--- config.mk ---
export PLATFORM = sky130hd
export DESIGN_NAME = id_ex_pipeline_reg
export DESIGN_NICKNAME = d
export VERILOG_FILES = /design/src/rtl/ppu_pkg.sv /design/src/rtl/id_ex_pipeline_reg_load_use_detect.sv /design/src/rtl/id_ex_pipeline_reg.sv
export SDC_FILE = /design/constraint.sdc
export NUM_CORES = 1
export LEC_CHECK = 0
export BUFFER_PORTS_ARGS = -buffer_cell sky130_fd_sc_hd__clkbuf_2
export CORE_AREA = 3 3 139 141
export CTS_BUF_LIST = sky130_fd_sc_hd__clkbuf_2
export CTS_CLUSTER_SIZE = 10
export DETAILED_ROUTE_END_ITERATION = 10
export DIE_AREA = 0 0 142 144
export GPL_ROUTABILITY_DRIVEN = 0
export PLACE_DENSITY_LB_ADDON = 0.3
export SLEW_MARGIN = 20
export SYNTH_ARGS = -nofsm -noshare
export SYNTH_HDL_FRONTEND = slang
export SYNTH_SLANG_ARGS = --single-unit
--- constraint.sdc ---
create_clock -name clk -period 2.35 [get_ports clk]
set_input_delay 0.235 -clock clk [delete_from_list [all_inputs] [get_ports clk]]
set_output_delay 0.235 -clock clk [all_outputs]
set_load 0.02 [all_outputs]
--- src/rtl/ppu_pkg.sv ---
// Shared PPU definitions: decoded control bundle layout, ALU/RAM encodings
// and the all-zero bubble constant used by the pipeline registers.
package ppu_pkg;

    localparam int unsigned CTRL_W = 27;
    localparam int unsigned REG_W  = 5;

    // Bit offsets of each field inside the packed control bundle (LSB positions)
    localparam int unsigned OFF_COMB_OPFUNCT = 0;
    localparam int unsigned OFF_AUIPC        = 10;
    localparam int unsigned OFF_JALR         = 11;
    localparam int unsigned OFF_JAL          = 12;
    localparam int unsigned OFF_RAM_SE       = 13;
    localparam int unsigned OFF_RAM_RW       = 14;
    localparam int unsigned OFF_RAM_ENABLE   = 15;
    localparam int unsigned OFF_RF_ENABLE    = 16;
    localparam int unsigned OFF_LOAD         = 17;
    localparam int unsigned OFF_RAM_SIZE     = 18;
    localparam int unsigned OFF_SHIFT_IMM    = 20;
    localparam int unsigned OFF_ALU_OP       = 23;

    localparam logic [3:0] ALU_PASS = 4'b0000;
    localparam logic [3:0] ALU_ADD  = 4'b0010;
    localparam logic [3:0] ALU_SUB  = 4'b0011;
    localparam logic [3:0] ALU_AND  = 4'b0100;
    localparam logic [3:0] ALU_OR   = 4'b0101;
    localparam logic [3:0] ALU_XOR  = 4'b0110;
    localparam logic [3:0] ALU_SLL  = 4'b0111;
    localparam logic [3:0] ALU_SRL  = 4'b1000;
    localparam logic [3:0] ALU_SRA  = 4'b1001;
    localparam logic [3:0] ALU_SLT  = 4'b1010;
    localparam logic [3:0] ALU_SLTU = 4'b1011;

    localparam logic [1:0] RAM_BYTE = 2'b00;
    localparam logic [1:0] RAM_HALF = 2'b01;
    localparam logic [1:0] RAM_WORD = 2'b10;

    typedef struct packed {
        logic [3:0] alu_op;
        logic [2:0] shift_imm;
        logic [1:0] ram_size;
        logic       load;
        logic       rf_enable;
        logic       ram_enable;
        logic       ram_rw;
        logic       ram_se;
        logic       jal;
        logic       jalr;
        logic       auipc;
        logic [9:0] comb_opfunct;
    } ctrl_t;

    localparam ctrl_t CTRL_BUBBLE = '0;

endpackage

--- src/rtl/id_ex_pipeline_reg_load_use_detect.sv ---
// Combinational load-use hazard detector: a load in EX whose destination is
// read by the valid instruction currently in decode.
module load_use_detect
    import ppu_pkg::*;
(
    input  logic             ex_valid,
    input  logic             ex_load,
    input  logic [REG_W-1:0] ex_rd,
    input  logic             id_valid,
    input  logic [REG_W-1:0] id_rs1,
    input  logic [REG_W-1:0] id_rs2,
    input  logic             id_uses_rs1,
    input  logic             id_uses_rs2,
    output logic             load_use_c
);

    logic rs1_hit;
    logic rs2_hit;

    always_comb begin
        rs1_hit    = id_uses_rs1 && (id_rs1 == ex_rd);
        rs2_hit    = id_uses_rs2 && (id_rs2 == ex_rd);
        load_use_c = ex_valid && ex_load && (ex_rd != '0) && id_valid
                     && (rs1_hit || rs2_hit);
    end

endmodule

--- src/rtl/id_ex_pipeline_reg.sv ---
// ID/EX pipeline register: captures decode outputs, inserts one bubble per
// load-use pair, squashes on flush and counts inserted bubbles.
module id_ex_pipeline_reg
    import ppu_pkg::*;
#(
    parameter int unsigned XLEN  = 32,
    parameter int unsigned CNT_W = 8
) (
    input  logic             clk,
    input  logic             rst_n,
    input  logic             id_valid,
    input  ctrl_t            id_ctrl,
    input  logic [XLEN-1:0]  id_pc,
    input  logic [XLEN-1:0]  id_rs1_data,
    input  logic [XLEN-1:0]  id_rs2_data,
    input  logic [XLEN-1:0]  id_imm,
    input  logic [REG_W-1:0] id_rs1,
    input  logic [REG_W-1:0] id_rs2,
    input  logic [REG_W-1:0] id_rd,
    input  logic             id_uses_rs1,
    input  logic             id_uses_rs2,
    input  logic             flush,
    input  logic             hold,
    output logic             ex_valid,
    output ctrl_t            ex_ctrl,
    output logic [XLEN-1:0]  ex_pc,
    output logic [XLEN-1:0]  ex_rs1_data,
    output logic [XLEN-1:0]  ex_rs2_data,
    output logic [XLEN-1:0]  ex_imm,
    output logic [REG_W-1:0] ex_rs1,
    output logic [REG_W-1:0] ex_rs2,
    output logic [REG_W-1:0] ex_rd,
    output logic             hazard_stall,
    output logic [CNT_W-1:0] bubble_count
);

    localparam logic [CNT_W-1:0] CNT_MAX = {CNT_W{1'b1}};

    logic load_use_c;
    logic insert_bubble_c;
    logic capture_c;

    load_use_detect u_load_use_detect (
        .ex_valid    (ex_valid),
        .ex_load     (ex_ctrl.load),
        .ex_rd       (ex_rd),
        .id_valid    (id_valid),
        .id_rs1      (id_rs1),
        .id_rs2      (id_rs2),
        .id_uses_rs1 (id_uses_rs1),
        .id_uses_rs2 (id_uses_rs2),
        .load_use_c  (load_use_c)
    );

    // flush beats hold; hold beats the load-use bubble
    always_comb begin
        insert_bubble_c = flush || (!hold && load_use_c);
        capture_c       = !flush && !hold && !load_use_c;
        hazard_stall    = load_use_c && !flush;
    end

    always_ff @(posedge clk or negedge rst_n) begin
        if (!rst_n) begin
            ex_valid    <= 1'b0;
            ex_ctrl     <= CTRL_BUBBLE;
            ex_pc       <= '0;
            ex_rs1_data <= '0;
            ex_rs2_data <= '0;
            ex_imm      <= '0;
            ex_rs1      <= '0;
            ex_rs2      <= '0;
            ex_rd       <= '0;
        end else if (insert_bubble_c || (capture_c && !id_valid)) begin
            ex_valid    <= 1'b0;
            ex_ctrl     <= CTRL_BUBBLE;
            ex_pc       <= '0;
            ex_rs1_data <= '0;
            ex_rs2_data <= '0;
            ex_imm      <= '0;
            ex_rs1      <= '0;
            ex_rs2      <= '0;
            ex_rd       <= '0;
        end else if (capture_c) begin
            ex_valid    <= 1'b1;
            ex_ctrl     <= id_ctrl;
            ex_pc       <= id_pc;
            ex_rs1_data <= id_rs1_data;
            ex_rs2_data <= id_rs2_data;
            ex_imm      <= id_imm;
            ex_rs1      <= id_rs1;
            ex_rs2      <= id_rs2;
            ex_rd       <= id_rd;
        end
    end

    // Only hazard/flush bubbles count; empty decode slots do not
    always_ff @(posedge clk or negedge rst_n) begin
        if (!rst_n) begin
            bubble_count <= '0;
        end else if (insert_bubble_c && (bubble_count != CNT_MAX)) begin
            bubble_count <= bubble_count + CNT_W'(1);
        end
    end

endmodule
# After elaboration in Yosys (flattened, before gate mapping)
# Cells that the tools add are included.
[op_classes] addsub=1 n_eq_ne=3 n_mux=18 reduce_logical=21
[ops] cell="two-way mux 32 bit" n=8
[ops] cell="two-way mux 27 bit" n=2
[ops] cell="two-way mux 5 bit" n=6
[ops] cell="logical AND 1 bit" n=12
[ops] cell="equality test 5 bit" n=2
[ops] cell="adder 8 x 1 -> 8 bit (second input constant)" n=1
[ops] cell="inequality test 8 bit (second input constant)" n=1
[ops] cell="nonzero test 5 bit" n=1
[ops] cell="logical NOT 1 bit" n=4
[ops] cell="logical OR 1 bit" n=3
[ops] cell="two-way mux 1 bit" n=2
[ops] cell="nonzero test 2 bit" n=1
[word_totals] regBits=179 in_bits=177 out_inout_bits=180

# Longest topological paths before layout
[logic_depth] word_depth=9 depth_mapped=9 mapped_depth_nobuf=6

# Modules after synthesis
# Synthesis repeated with hierarchy kept, for this count alone.
[hier_totals] hier_cells=439 area_unflattened_um2=6626.4
[by_module_without_submodules] module="id_ex_pipeline_reg" instances=1 cells_each=422 area_per_inst_um2=6495.0
[by_module_without_submodules] module="load_use_detect" instances=1 cells_each=17 area_per_inst_um2=131.4

# Worst setup path before layout
# No wires, ideal clock.
[synth_path] path_kind="register to register" start="reg ex_rd[1]" end="reg ex_imm[0]" t_arrival_ns=1.751 required_ns=2.229 path_slack_ns=0.478 path_stages_with_launch=10 path_buffers=3 cell_sequence="dfrtp_1 > xnor2_1 > nand4_1 > o22ai_1 > nand2_1 > and3_1 > buf_6 > buf_6 > buf_6 > a22o_1"
[synth_via] elab_chain_cells=9 elab_cells_between_ends=17
[synth_lines] item="start, declared" line_no="id_ex_pipeline_reg.sv:32" rtl="output logic [REG_W-1:0] ex_rd,"
[synth_lines] item="start signal, assigned" line_no="id_ex_pipeline_reg.sv:92" rtl="ex_rd <= id_rd;"
[synth_lines] item="equality test 5 bit, or another cell as far along" line_no="id_ex_pipeline_reg_load_use_detect.sv:21" rtl="rs1_hit = id_uses_rs1 && (id_rs1 == ex_rd);"
[synth_lines] item="logical AND 1 bit, on equally long branches" line_no="id_ex_pipeline_reg_load_use_detect.sv:21, id_ex_pipeline_reg_load_use_detect.sv:22, id_ex_pipeline_reg_load_use_detect.sv:23"
[synth_lines] item="logical OR 1 bit / logical AND 1 bit (equally long branches)" line_no="id_ex_pipeline_reg_load_use_detect.sv:24, id_ex_pipeline_reg_load_use_detect.sv:23"
[synth_lines] item="logical AND 1 bit (*)" line_no="id_ex_pipeline_reg_load_use_detect.sv:24" rtl="&& (rs1_hit || rs2_hit);"
[synth_lines] item="logical NOT 1 bit" line_no="id_ex_pipeline_reg.sv:58" rtl="capture_c = !flush && !hold && !load_use_c;"
[synth_lines] item="logical AND 1 bit" line_no="id_ex_pipeline_reg.sv:58"
[synth_lines] item="logical AND 1 bit" line_no="id_ex_pipeline_reg.sv:73" rtl="end else if (insert_bubble_c || (capture_c && !id_valid)) begin"
[synth_lines] item="logical OR 1 bit" line_no="id_ex_pipeline_reg.sv:73"
[synth_lines] item="two-way mux 32 bit / nonzero test 2 bit (equally long branches)"
[synth_lines] item="end signal, assigned" line_no="id_ex_pipeline_reg.sv:89" rtl="ex_imm <= id_imm;"
[synth_lines] item="end, declared" line_no="id_ex_pipeline_reg.sv:29" rtl="output logic [XLEN-1:0] ex_imm,"
# Every way passes the cells marked *; elsewhere a longest branch is shown, timed or not.
# A chain may end at the register's enable or synchronous reset.

# Worst setup path after layout
[layout_path] start="reg ex_rd[2]" end="out hazard_stall"
[layout_via] elab_chain_cells=5 elab_cells_between_ends=10
[layout_lines] item="equality test 5 bit, or another cell as far along" line_no="id_ex_pipeline_reg_load_use_detect.sv:21"
[layout_lines] item="logical AND 1 bit, on equally long branches" line_no="id_ex_pipeline_reg_load_use_detect.sv:21, id_ex_pipeline_reg_load_use_detect.sv:22, id_ex_pipeline_reg_load_use_detect.sv:23"
[layout_lines] item="logical OR 1 bit / logical AND 1 bit (equally long branches)" line_no="id_ex_pipeline_reg_load_use_detect.sv:24, id_ex_pipeline_reg_load_use_detect.sv:23"
[layout_lines] item="logical AND 1 bit (*)" line_no="id_ex_pipeline_reg_load_use_detect.sv:24"
[layout_lines] item="logical AND 1 bit (*)" line_no="id_ex_pipeline_reg.sv:59" rtl="hazard_stall = load_use_c && !flush;"
[layout_lines] item="end, declared" line_no="id_ex_pipeline_reg.sv:33" rtl="output logic hazard_stall,"
# Marked as above.

==> results.sh <==
export IMPL_mappedNetlistArea_sq_um=6540
export IMPL_setup_tns_final_ns=-0.0239
export IMPL_number_of_global_route_vias_before_repair=6404
export IMPL_die_area_sq_um=20400
export IMPL_ys_seq_elements=179
export IMPL_violated_checks="negative setup slack"
export IMPL_combinational_family_with_the_most_area_after_synthesis="compound AO/OA/AOI/OAI gates"
export IMPL_synth_adder_area_share_pct=0.191
export IMPL_p_leak_uw=0.00579
export IMPL_detail_route_wl_per_cell_um=18.4
export IMPL_grt_total_usage_pct=21.1
export IMPL_critPathArrivalTime_ns=2.14
export IMPL_crit_path_max_fanout=4
export IMPL_setup_viol=1
export IMPL_crit_type="flop to output port"
export IMPL_worst_setup_path_end_kind="output port"
export IMPL_crit_family="flip-flops"
export IMPL_route_antenna_remaining_nets=0
export IMPL_min_delay_worst_endpoint="ex_pc[29]"
export IMPL_synth_sequential_area_ratio_pct=68.5
export IMPL_cts_htree_levels=4
export IMPL_setup_slack_ns=-0.0239
export IMPL_final_layout_size_suffix_gt1_share_pct=41.5
export IMPL_critPathLaunchType="flop"
export IMPL_synth_distinct_cells=24
export IMPL_global_route_overflow_total=0
export IMPL_dieHeight_um=144
export IMPL_path_clk_slew_ns=0.30
export IMPL_crit_buf_inv=1
export IMPL_port_buffers=356
export IMPL_drv_slew=0
export IMPL_cp_data_required_time_ns=2.12
export IMPL_hold_path_class="input pin to flop"
export IMPL_initial_core_util_pct=36.2
export IMPL_clkLatencyLatePin_ns=0.75
export IMPL_regToRegSetupSlack_ns=0.02
export IMPL_vias_per_cell=4.96
export IMPL_remaining_drc_errors=0
export IMPL_maxCapViolCount=0
export IMPL_timing_worst_slew_pin_value_ns=0.770
export IMPL_first_iter_violations=329
export IMPL_timing_hold_worst_start="id_valid"
export IMPL_critPathSlowestCell="sky130_fd_sc_hd__dfrtp_2"
export IMPL_final_nets=1164
export IMPL_placement_rows=49
export IMPL_dpl_hpwl_um=13600
export IMPL_synth_nets=616
export IMPL_synth_mux_area_share_pct=0.172
export IMPL_cts_tree="done"
export IMPL_die_width_um=142
export IMPL_layout_filler_cells=1412
export IMPL_worst_r2r_cell_count=8
export IMPL_grt_setup_unrepaired="yes"
export IMPL_cts_root_buffer_cell="sky130_fd_sc_hd__clkbuf_2"
export IMPL_yosys_warnings=0
export IMPL_fmax_ghz=0.421
export IMPL_vias=6099
export IMPL_slowest_delay_ns=0.54
export IMPL_postSynthCellCount=438
export IMPL_vdd_drop_max_uv=288
export IMPL_rr_endpoint="ex_ctrl[13]"
export IMPL_yosys_area_share_xor_xnor_pct=2.28
export IMPL_avgSynthCellArea_sq_um=14.9
export IMPL_core_area_sq_um=18100
export IMPL_synthSimpleGateAreaFrac_pct=2.07
export IMPL_layout_cells_non_filler=1229
export IMPL_io_pins=357
export IMPL_area_delta_synth_final_pct=65.1
export IMPL_timing_final_crit_share_pct=101
export IMPL_total_length_of_routed_wires_um=22600
export IMPL_dpl_cell_count=992
export IMPL_grt_antenna_before_repair=1
export IMPL_run_status="complete, but fails checks"
export IMPL_total_cts_buffers=17
export IMPL_timing_slew_headroom_pct=48.5
export IMPL_power_density_nw_per_um2=572
export IMPL_hold_viol=0
export IMPL_timing_final_crit_period_ns=2.37
export IMPL_cts_sinks=179
export IMPL_ctsLongestPathBuffers=2
export IMPL_layout_common_cells="372 x sky130_fd_sc_hd__clkbuf_2, 193 x sky130_fd_sc_hd__dlygate4sd3_1, 175 x sky130_fd_sc_hd__dfrtp_1"
export IMPL_grt_first_pass_wirelength_um=34100
export IMPL_detail_route_first_pass_iterations=5
export IMPL_largest_net_degree_at_the_start_of_global_routing=115
export IMPL_reg2reg_from="ex_rd[2]"
export IMPL_min_delay_path_depth=3
export IMPL_layout_cells_most_common="sky130_fd_sc_hd__clkbuf_2"
export IMPL_path_cells="xnor2_2 -> nand4_1 -> o22ai_2 -> nand2_1 -> nor2_1 -> buf_4"
export IMPL_finalClockSkew_ns=0.0529
export IMPL_synth_compound_area_share_pct=23.1
[timing repair]
action / CTS / global route
endpoints found under the setup margin: 1 / 82
hold endpoints to repair: 350 / 0
gates resized for setup: 7 / 6
cloned: 0 / 3
hold buffers: 196 / 0
pin swaps: 4 / 3
setup buffers: 6 / 0
[synth_stat cells, drive strengths merged]
cell	instances	area, sq um
a31oi	1	6.26
ha	1	12.5
a22o	170	1490
and3	1	6.26
a21oi	1	5.00
nor3	3	15.0
mux2	1	11.3
nor2	6	25.0
o22ai	1	6.26
nand2	5	18.8
clkbuf	19	71.3
xor2	7	61.3
xnor2	10	87.6
nand3	5	25.0
nor4	3	18.8
inv	1	3.75
dfrtp	179	4480
nand4	3	18.8
nor3b	1	7.51
a21o	1	7.51
buf	19	166
[per-stage QoR]
step	utilization [%]	instance area (sq um)	power, uW	hold slack [ns]	setup slack [ns]
floorplan	-	6540	3990	-0.0606	0.478
global placement	47.0	8510	4480	0.204	0.354
detailed placement	47.0	8510	4490	0.204	0.316
CTS	59.5	10800	6230	0.0932	-0.0775
global route	59.7	10800	6510	0.0162	-0.148
finish	59.7	10800	6170	0.0649	-0.0239
[worst max-delay path by stage]
| stage | startpoint | to | cells after the start | slack, ns |
|---|---|---|---|---|
| after detailed placement | ex_rd[2] | ex_imm[11] | 7 | 0.32 |
| after floorplan | ex_rd[1] | ex_imm[0] | 9 | 0.48 |
| final | ex_rd[2] | hazard_stall | 6 | -0.02 |
| after global routing | ex_rd[2] | hazard_stall | 6 | -0.15 |
| after CTS | ex_rd[2] | hazard_stall | 6 | -0.08 |
| after global placement | ex_rd[2] | ex_rs1_data[25] | 7 | 0.35 |
[report_power, final]
group / internal [uW] / leakage, uW / total, uW / switching, uW
clock: 309 / 0.000117 / 1450 / 1140
sequential: 3270 / 0.00242 / 3440 / 167
combinational: 614 / 0.00326 / 1290 / 675
total: 4190 / 0.00579 / 6170 / 1980
[cells by family (layout without fill, tap and decap cells)]
group,Yosys count,after routing
xor+xnor,17,17
simple gates,27,30
mux,1,1
compound gates,174,174
flops,179,179
fa+ha+maj,1,1
other cells,0,1
buf+inv,39,597
[cell type report]
class                      instances  area (sq um)  area share (%)
clock buffer                      18          90.1           0.834
inverter                           1          3.75          0.0348
multi-input combinational        223          1890            17.5
clock inverter                    14           121            1.12
timing repair buffer             564          3920            36.3
antenna                            1          2.50          0.0232
sequential                       179          4480            41.5
tap                              229           287            2.65
[per-layer routing]
layer / GRT usage [%] / vias up / routed length, um
met5: 0 / - / 0
met2: 36.5 / 274 / 11800
met4: 8.33 / 0 / 781
met1: 25.1 / 2979 / 8720
li1: - / 2791 / -
met3: 5.46 / 55 / 1310
[worst reg2reg max path, delay by kind of cell, from the launching register on]
kind / cells / cell delay (ns)
xor+xnor: 1 / 0.18
compound gates: 2 / 0.36
buf+inv: 2 / 0.73
flops: 1 / 0.54
simple gates: 3 / 0.42
[sequential cells by signal, summed over array words and instances, names as in the netlist]
register / count
bubble_count: 8
ex_ctrl: 27
ex_imm: 32
ex_pc: 32
ex_rd: 5
ex_rs1: 5
ex_rs1_data: 32
ex_rs2: 5
ex_rs2_data: 32
ex_valid: 1
Power figures use the tool's default switching activity.
